===== src/rtl/types_pkg.sv =====
// Shared core types: word type, RAM word-index width and the response-source
// tag used by the unified-memory arbiter.
package types_pkg;

    localparam int ADDR_WIDTH = 10;

    typedef logic [31:0] word_t;

    typedef enum logic [1:0] {
        RESP_NONE = 2'd0,
        RESP_I    = 2'd1,
        RESP_D    = 2'd2
    } resp_src_t;

    localparam int STARVE_LIMIT_DEFAULT = 4;

endpackage


===== src/rtl/arb_prio2.sv =====
// Two-input fixed-priority arbiter: the high-priority side wins conflicts
// until the low side has been denied STARVE_LIMIT cycles in a row.
module arb_prio2
    import types_pkg::*;
#(
    parameter int STARVE_LIMIT = STARVE_LIMIT_DEFAULT
) (
    input  logic       clk,
    input  logic       reset,
    input  logic       hi_req,
    input  logic       lo_req,
    output logic       hi_gnt,
    output logic       lo_gnt,
    output logic [3:0] starve_cnt
);

    logic force_lo;

    assign force_lo = (starve_cnt == 4'(STARVE_LIMIT));

    always_comb begin
        hi_gnt = 1'b0;
        lo_gnt = 1'b0;
        if (!reset) begin
            if (hi_req && !(lo_req && force_lo)) begin
                hi_gnt = 1'b1;
            end else if (lo_req) begin
                lo_gnt = 1'b1;
            end
        end
    end

    // Saturates at the limit so the override persists until the low side wins.
    always_ff @(posedge clk) begin
        if (reset) begin
            starve_cnt <= 4'd0;
        end else if (lo_req && !lo_gnt) begin
            if (!force_lo) begin
                starve_cnt <= starve_cnt + 4'd1;
            end
        end else begin
            starve_cnt <= 4'd0;
        end
    end

endmodule


===== src/rtl/mem_arbiter.sv =====
// Shares one single-port synchronous-read RAM between instruction fetch and
// load/store; read data comes back one cycle after grant, tagged by requester.
module mem_arbiter
    import types_pkg::*;
#(
    parameter int ADDR_WIDTH   = types_pkg::ADDR_WIDTH,
    parameter int STARVE_LIMIT = STARVE_LIMIT_DEFAULT
) (
    input  logic                  clk,
    input  logic                  reset,
    input  logic                  i_req,
    input  word_t                 i_addr,
    output logic                  i_gnt,
    output logic                  i_rvalid,
    output word_t                 i_rdata,
    input  logic                  d_req,
    input  logic                  d_we,
    input  logic [3:0]            d_be,
    input  word_t                 d_addr,
    input  word_t                 d_wdata,
    output logic                  d_gnt,
    output logic                  d_rvalid,
    output word_t                 d_rdata,
    output logic                  mem_en,
    output logic                  mem_we,
    output logic [3:0]            mem_be,
    output logic [ADDR_WIDTH-1:0] mem_addr,
    output word_t                 mem_wdata,
    input  word_t                 mem_rdata
);

    resp_src_t  resp_state;
    logic [3:0] starve_cnt;
    logic       unused_bits;

    arb_prio2 #(
        .STARVE_LIMIT (STARVE_LIMIT)
    ) u_arb (
        .clk        (clk),
        .reset      (reset),
        .hi_req     (d_req),
        .lo_req     (i_req),
        .hi_gnt     (d_gnt),
        .lo_gnt     (i_gnt),
        .starve_cnt (starve_cnt)
    );

    // Byte offset and bits above the RAM size are dropped, so addresses wrap.
    assign mem_en    = i_gnt | d_gnt;
    assign mem_we    = d_gnt & d_we;
    assign mem_be    = (d_gnt && d_we) ? d_be : 4'hF;
    assign mem_addr  = i_gnt ? i_addr[ADDR_WIDTH+1:2] : d_addr[ADDR_WIDTH+1:2];
    assign mem_wdata = d_wdata;

    always_ff @(posedge clk) begin
        if (reset) begin
            resp_state <= RESP_NONE;
        end else if (i_gnt) begin
            resp_state <= RESP_I;
        end else if (d_gnt && !d_we) begin
            resp_state <= RESP_D;
        end else begin
            resp_state <= RESP_NONE;
        end
    end

    // A read granted just before reset must not report its data.
    assign i_rvalid = (resp_state == RESP_I) && !reset;
    assign d_rvalid = (resp_state == RESP_D) && !reset;
    assign i_rdata  = mem_rdata;
    assign d_rdata  = mem_rdata;

    assign unused_bits = ^{i_addr[31:ADDR_WIDTH+2], i_addr[1:0],
                           d_addr[31:ADDR_WIDTH+2], d_addr[1:0], starve_cnt};

endmodule


===== config.mk =====
export PLATFORM = sky130hd
export DESIGN_NAME = mem_arbiter
export DESIGN_NICKNAME = d
export VERILOG_FILES = /design/src/rtl/types_pkg.sv /design/src/rtl/arb_prio2.sv /design/src/rtl/mem_arbiter.sv
export SDC_FILE = /design/constraint.sdc
export NUM_CORES = 1
export LEC_CHECK = 0
export CAP_MARGIN = 20
export CORE_MARGIN = 10
export CORE_UTILIZATION = 19
export CTS_BUF_LIST = sky130_fd_sc_hd__clkbuf_8
export CTS_CLUSTER_DIAMETER = 50
export DETAILED_ROUTE_END_ITERATION = 8
export GPL_TIMING_DRIVEN = 0
export PLACE_DENSITY = 0.83
export RECOVER_POWER = 25
export SLEW_MARGIN = 0
export SYNTH_ARGS = -nofsm -noshare
export SYNTH_HDL_FRONTEND = slang
export SYNTH_HIERARCHICAL = 1
export SYNTH_SLANG_ARGS = --single-unit

===== constraint.sdc =====
create_clock -name clk -period 2.2 [get_ports clk]
set_input_delay 0.33 -clock clk [delete_from_list [all_inputs] [get_ports clk]]
set_output_delay 0.33 -clock clk [all_outputs]
set_load 0.05 [all_outputs]

==> impl_metrics.json, run 1 <==
{
  "port_buffers": 144,
  "pwr-share-seq_pct": 9.8,
  "viasPerCell": 3.83,
  "yosys.area.top_type_share_pct": 59.5,
  "crit_path_max_fanout": 5,
  "rsz0062_at_grt": "yes",
  "power.share.clock_pct": 14.9,
  "cp_num_buf_inv": 4,
  "grt_use_total_pct": 10.9,
  "row_count": 29,
  "r2r_cells": 8,
  "start_kind": "flip-flop",
  "antennaDiodeCount": 0,
  "ys_types": 22,
  "layout_common_cells": "123 x clkdlybuf4s50_1, 105 x buf_4, 9 x buf_2",
  "ant_nets": 0,
  "gp_congestion": 0.736,
  "ctsHoldBuffers": 0,
  "r2r-start": "u_arb/starve_cnt[0]$_SDFFE_PP0P_",
  "dieArea_mm2": 0.00997,
  "die_x_um": 99.8,
  "grt_max_degree": 9,
  "p_int_uw": 583,
  "cellPowerDensity_mw_per_mm2": 397,
  "synth_top_family_by_area": "buffers and inverters",
  "hp-class": "reg -> reg",
  "finalCritPeriodShare_pct": 99.8,
  "ir_worst_vdd_v": 0.000256,
  "h-tree-depth": 1,
  "grt_pass1_vias": 1683,
  "p_leak_uw": 0.00131,
  "synth-compound-area-share_pct": 1.55,
  "outcome": "finished, final reports clean",
  "drtIter0Drc": 5,
  "drc": 0,
  "coreArea_mm2": 0.00628,
  "fin_nets": 442,
  "syn_to_final_growth_pct": 138,
  "slew_headroom_pct": 64.7,
  "tightest_slew_ps": 528,
  "avgSynthCellArea_um2": 8.35,
  "clock_latency_ps": 230,
  "initial_core_util_pct": 19.3,
  "max-clock-path-buffers": 2,
  "fmax_mhz": 455,
  "reg2reg_slack_ps": 690,
  "cts_root_buf": "clkbuf_8",
  "hpwlAfterDp_um": 5600,
  "worstSetupPathType": "reg -> out",
  "path_delay_family": "buffers and inverters",
  "cp_slowest_cell": "dfxtp_4",
  "cp.required_ps": 1870,
  "maxSlewViolCount": 0,
  "cts_buffers": 3,
  "worstHoldPathCells": 2,
  "n_fill_cell": 596,
  "whs_endpoint": "u_arb/starve_cnt[0]$_SDFFE_PP0P_",
  "synth_seq_cells": 6,
  "synthMuxAreaShare_pct": 12.3,
  "switching_share_pct": 48.9,
  "synth_area_leader_cell": "buf_4",
  "yosys.area_share.simple_pct": 12.5,
  "p_comb_share_pct": 75.3,
  "fin_cells": 378,
  "die_h_um": 99.8,
  "fin_skew_ps": 3.49,
  "layout-drive-gt1-share_pct": 48.2,
  "grt_overflow_total": 0,
  "final_common_cell": "clkdlybuf4s50_1",
  "path_clk_slew_ps": 40,
  "synthAdderAreaFrac_pct": 2.07,
  "cts_tree": "yes",
  "switchingPower_uw": 558,
  "hold_path.startpoint": "u_arb/starve_cnt[0]$_SDFFE_PP0P_",
  "antenna_found_initial": 0,
  "r2r-end": "resp_state[1]$_SDFF_PP0_",
  "critPathArrivalTime_ps": 1870,
  "dr.pass1.iters": 3,
  "yosysSeqAreaShare_pct": 9.92,
  "slowest_delay_ps": 330,
  "whs_ps": 530,
  "io_pins": 253,
  "synth_nets": 284,
  "synth_area_leaders": "buf_4 60%, dfxtp_1 9.9%, mux2_4 8.7%",
  "drv_cap": 0,
  "placedCellCount": 366,
  "synthXorXnorAreaFrac_pct": 0,
  "yosysWarnings": 6,
  "drt-total-wl_um": 6080,
  "wl_per_cell_um": 16.1,
  "clkSinkCount": 6,
  "path_cells": "inv_2 > ha_4 > nand3b_1 > a21oi_4 > buf_6 > buf_16 > mux2_4 > buf_8",
  "finalHoldViolCount": 0,
  "synth_area_mm2": 0.00121,
  "layout_min_cycle_time_ps": 2200,
  "vias": 1446,
  "finalSetupViolCount": 0,
  "syn_inst": 145,
  "fin_setup_tns_ps": 0,
  "grt_pass1_wl_um": 8870,
  "cp-end-kind": "output port"
}
[worst register-to-register path, stage by stage, from the launching register on]
cell and delay, ps:
dfxtp_4 340, inv_2 40, ha_4 150, nand3b_1 160, a21oi_4 110, buf_6 140
buf_16 120, buf_4 130, nor4b_2 240
[cell type report]
class                           instances  area [um2]  share of cell area, %
Tap cell                               77        96.3                   3.35
Clock buffer                            3        41.3                   1.43
Multi-Input combinational cell         38         382                   13.3
Sequential cell                         6         125                   4.35
Timing Repair Buffer                  153        1480                   51.5
Inverter                                4        15.0                  0.522
Buffer                                 97         736                   25.6
[state kept, by name, indices dropped and copies added, names as in the netlist]
| register | flops |
|---|---|
| resp_state | 2 |
| u_arb/starve_cnt | 4 |
[cell families (layout without fill, tap and decap cells)]
family,after synthesis,count (layout)
muxes,11,11
and+or+nand+nor,22,22
AOI/OAI and AO/OA,3,3
DFF,6,6
adders and majority gates,2,2
buffers and inverters,101,257
[worst max path at each step]
stage	from	to	depth (start not counted)
CTS	u_arb/starve_cnt[0]$_SDFFE_PP0P_	mem_addr[6]	8
floorplan	u_arb/starve_cnt[0]$_SDFFE_PP0P_	mem_be[0]	4
global placement	reset	mem_addr[2]	6
finish	u_arb/starve_cnt[0]$_SDFFE_PP0P_	mem_addr[6]	8
detailed placement	reset	mem_addr[2]	6
global route	u_arb/starve_cnt[0]$_SDFFE_PP0P_	mem_addr[6]	8
[cells in the mapped netlist]
master / count
nand3_1: 1
nor4b_2: 1
nand2_1: 1
mux2_2: 3
dfxtp_1: 6
mux2i_1: 1
mux2_4: 7
nand4b_2: 1
a41oi_1: 1
nand2b_1: 2
nor3b_1: 2
nor3_2: 1
buf_6: 1
or2_1: 1
a21oi_1: 2
ha_1: 2
nor2b_1: 1
nor2_1: 5
and2_1: 1
nand3b_1: 5
buf_4: 96
inv_1: 4
[power by group through the flow]
stage / Combinational [uW] / Clock, uW / Sequential (uW)
after floorplan: 582 / 0 / 114
after global placement: 855 / 0 / 114
after detailed placement: 862 / 0 / 115
after CTS: 865 / 173 / 112
after global routing: 893 / 180 / 112
final: 859 / 170 / 112
[repair_timing]
action,4_1_cts,5_1_grt
setup buffers,5,3
hold endpoints to repair,0,0
endpoints found under the setup margin,20,12
pin swaps,2,0
resized for setup,89,12
gates cloned,1,0
[stage by stage]
stage                     total power [uW]  cell area, um2  setup WS (ps)  util (%)
final                                 1140            2880           4.21      45.8
after global routing                  1190            2880          -48.5      45.8
after CTS                             1150            2880          -16.1      45.8
after detailed placement               976            2770           -667      44.1
after global placement                 970            2770           -649      44.1
after floorplan                        696            1230          -23.2         -
[per-layer routing]
metal	routed length, um	share of wire [%]	GRT usage (%)	vias to the layer above
met1	1490	24	7.11	615
met2	3010	50	20.6	145
li1	-	-	-	678
met4	78	1.3	3.09	0
met5	0	0	0	-
met3	1500	25	10.5	8
Note: power is estimated with default switching activity, not from simulation.
==> run 2: changes to the inputs <==
CORE_ASPECT_RATIO = 2   (was unset)
==> impl_metrics.json, run 2 (synthesized netlist as in run 1, its figures left out) <==
{
  "post-route-util_pct": 47.0,
  "cp-end-kind": "output port",
  "gp_congestion": 0.794,
  "ctsHoldBuffers": 0,
  "path_clk_slew_ps": 40,
  "largestRegisters": "u_arb/starve_cnt x4, resp_state x2",
  "row_count": 41,
  "largest_reg_flops": 4,
  "h-tree-depth": 1,
  "layout_common_cells": "101 x buf_4, 101 x clkdlybuf4s50_1, 23 x dlygate4sd3_1",
  "switching_share_pct": 48.7,
  "fin_skew_ps": 3.79,
  "io_pins": 253,
  "place_ws_ps": -722,
  "ant_nets": 0,
  "dr.pass1.iters": 2,
  "grt_pass1_wl_um": 10400,
  "cellPowerDensity_mw_per_mm2": 390,
  "cts_buffers": 3,
  "slew_headroom_pct": 60.7,
  "p_comb_share_pct": 75.8,
  "drt-total-wl_um": 7010,
  "path_cells": "inv_2 > ha_4 > nand3b_1 > a21oi_4 > bufbuf_16 > mux2_4 > buf_6",
  "layout-drive-gt1-share_pct": 48.3,
  "clock_latency_ps": 220,
  "path_delay_family": "buffers and inverters",
  "ir_worst_vdd_v": 0.000329,
  "initial_core_util_pct": 19.4,
  "cp.required_ps": 1870,
  "critPathArrivalTime_ps": 1850,
  "rsz0062_at_grt": "yes",
  "cp_num_buf_inv": 3,
  "maxSlewViolCount": 0,
  "grt_max_degree": 9,
  "cts_root_buf": "clkbuf_8",
  "viasPerCell": 3.90,
  "cp_slowest_cell": "dfxtp_2",
  "antenna_found_initial": 0,
  "fin_ws_ps": 21.0,
  "fin_nets": 441,
  "placedCellCount": 375,
  "power.total_uw": 1150,
  "drc": 0,
  "antennaDiodeCount": 0,
  "start_kind": "flip-flop",
  "worstSetupPathType": "reg -> out",
  "hpwlAfterDp_um": 6530,
  "dieArea_mm2": 0.0102,
  "fmax_mhz": 459,
  "switchingPower_uw": 559,
  "power.share.clock_pct": 14.3,
  "wl_per_cell_um": 18.2,
  "clkSinkCount": 6,
  "die_h_um": 133,
  "outcome": "finished, final reports clean",
  "finalSetupViolCount": 0,
  "crit_path_max_fanout": 4,
  "grt_overflow_total": 0,
  "max-clock-path-buffers": 2,
  "coreArea_mm2": 0.00626,
  "p_leak_uw": 0.00133,
  "layout_min_cycle_time_ps": 2180,
  "syn_to_final_growth_pct": 143,
  "fin_cells": 386,
  "finalCritPeriodShare_pct": 99.0,
  "tightest_slew_ps": 588,
  "drtIter0Drc": 6,
  "fin_setup_tns_ps": 0,
  "vias": 1506,
  "finalHoldViolCount": 0,
  "p_int_uw": 588,
  "drv_cap": 0,
  "hp-class": "reg -> reg",
  "die_x_um": 76.5,
  "port_buffers": 144,
  "top_register": "u_arb/starve_cnt",
  "grt_pass1_vias": 1800,
  "cts_tree": "yes",
  "grt_use_total_pct": 13.0,
  "slowest_delay_ps": 320,
  "pwr-share-seq_pct": 9.9
}
==> run 2: power by group through the flow <==
| stage | Combinational, uW | Sequential (uW) | Clock (uW) |
|---|---|---|---|
| finish | 869 | 113 | 164 |
| global route | 905 | 113 | 176 |
| CTS | 881 | 113 | 170 |
| detailed placement | 869 | 114 | 0 |
| global placement | 863 | 114 | 0 |
| floorplan | 582 | 114 | 0 |
==> run 2: what timing repair did <==
item,CTS,global route
pin swaps,3,1
resized for setup,99,13
endpoints found under the setup margin,20,15
setup buffers,4,3
cloned,1,0
==> run 2: per-stage QoR <==
step	hold WS, ps	area [um2]
after global routing	473	2940
final	453	2940
after floorplan	402	1230
after global placement	443	2780
after detailed placement	476	2780
after CTS	494	2910
==> run 2: worst register-to-register path, stage by stage (launching register included) <==
cell       delay, ps
dfxtp_2          350
inv_2             50
ha_4             150
nand3b_1         160
a21oi_4           90
bufbuf_16        270
buf_4            140
nor4b_2          260
==> run 2: worst paths after layout <==
| kind | from | endpoint | slack (ps) | cells after the start |
|---|---|---|---|---|
| worst max register to register | u_arb/starve_cnt[0]$_SDFFE_PP0P_ | resp_state[1]$_SDFF_PP0_ | 630 | 7 |
| worst min register to register | u_arb/starve_cnt[0]$_SDFFE_PP0P_ | u_arb/starve_cnt[0]$_SDFFE_PP0P_ | 450 | 1 |
| worst min-delay path | u_arb/starve_cnt[0]$_SDFFE_PP0P_ | u_arb/starve_cnt[0]$_SDFFE_PP0P_ | 450 | 1 |
| worst max-delay path | u_arb/starve_cnt[1]$_SDFFE_PP0P_ | mem_addr[3] | 20 | 7 |
==> run 2: routing by layer <==
layer	vias to the layer above	wire length (um)	global-route usage (%)	part of all wire, %
li1	675	-	-	-
met1	636	1870	9.40	27
met2	193	3220	22.2	46
met3	2	1900	14.7	27
met4	0	18	2.18	0.26
met5	-	0	0	0
==> run 2: final cells by class <==
type,instances,area [um2]
Timing Repair Buffer,152,1530
Multi-Input combinational cell,38,385
Sequential cell,6,123
Buffer,97,736
Fill cell,599,3320
Inverter,4,15.0
Clock buffer,3,41.3
Tap cell,86,108
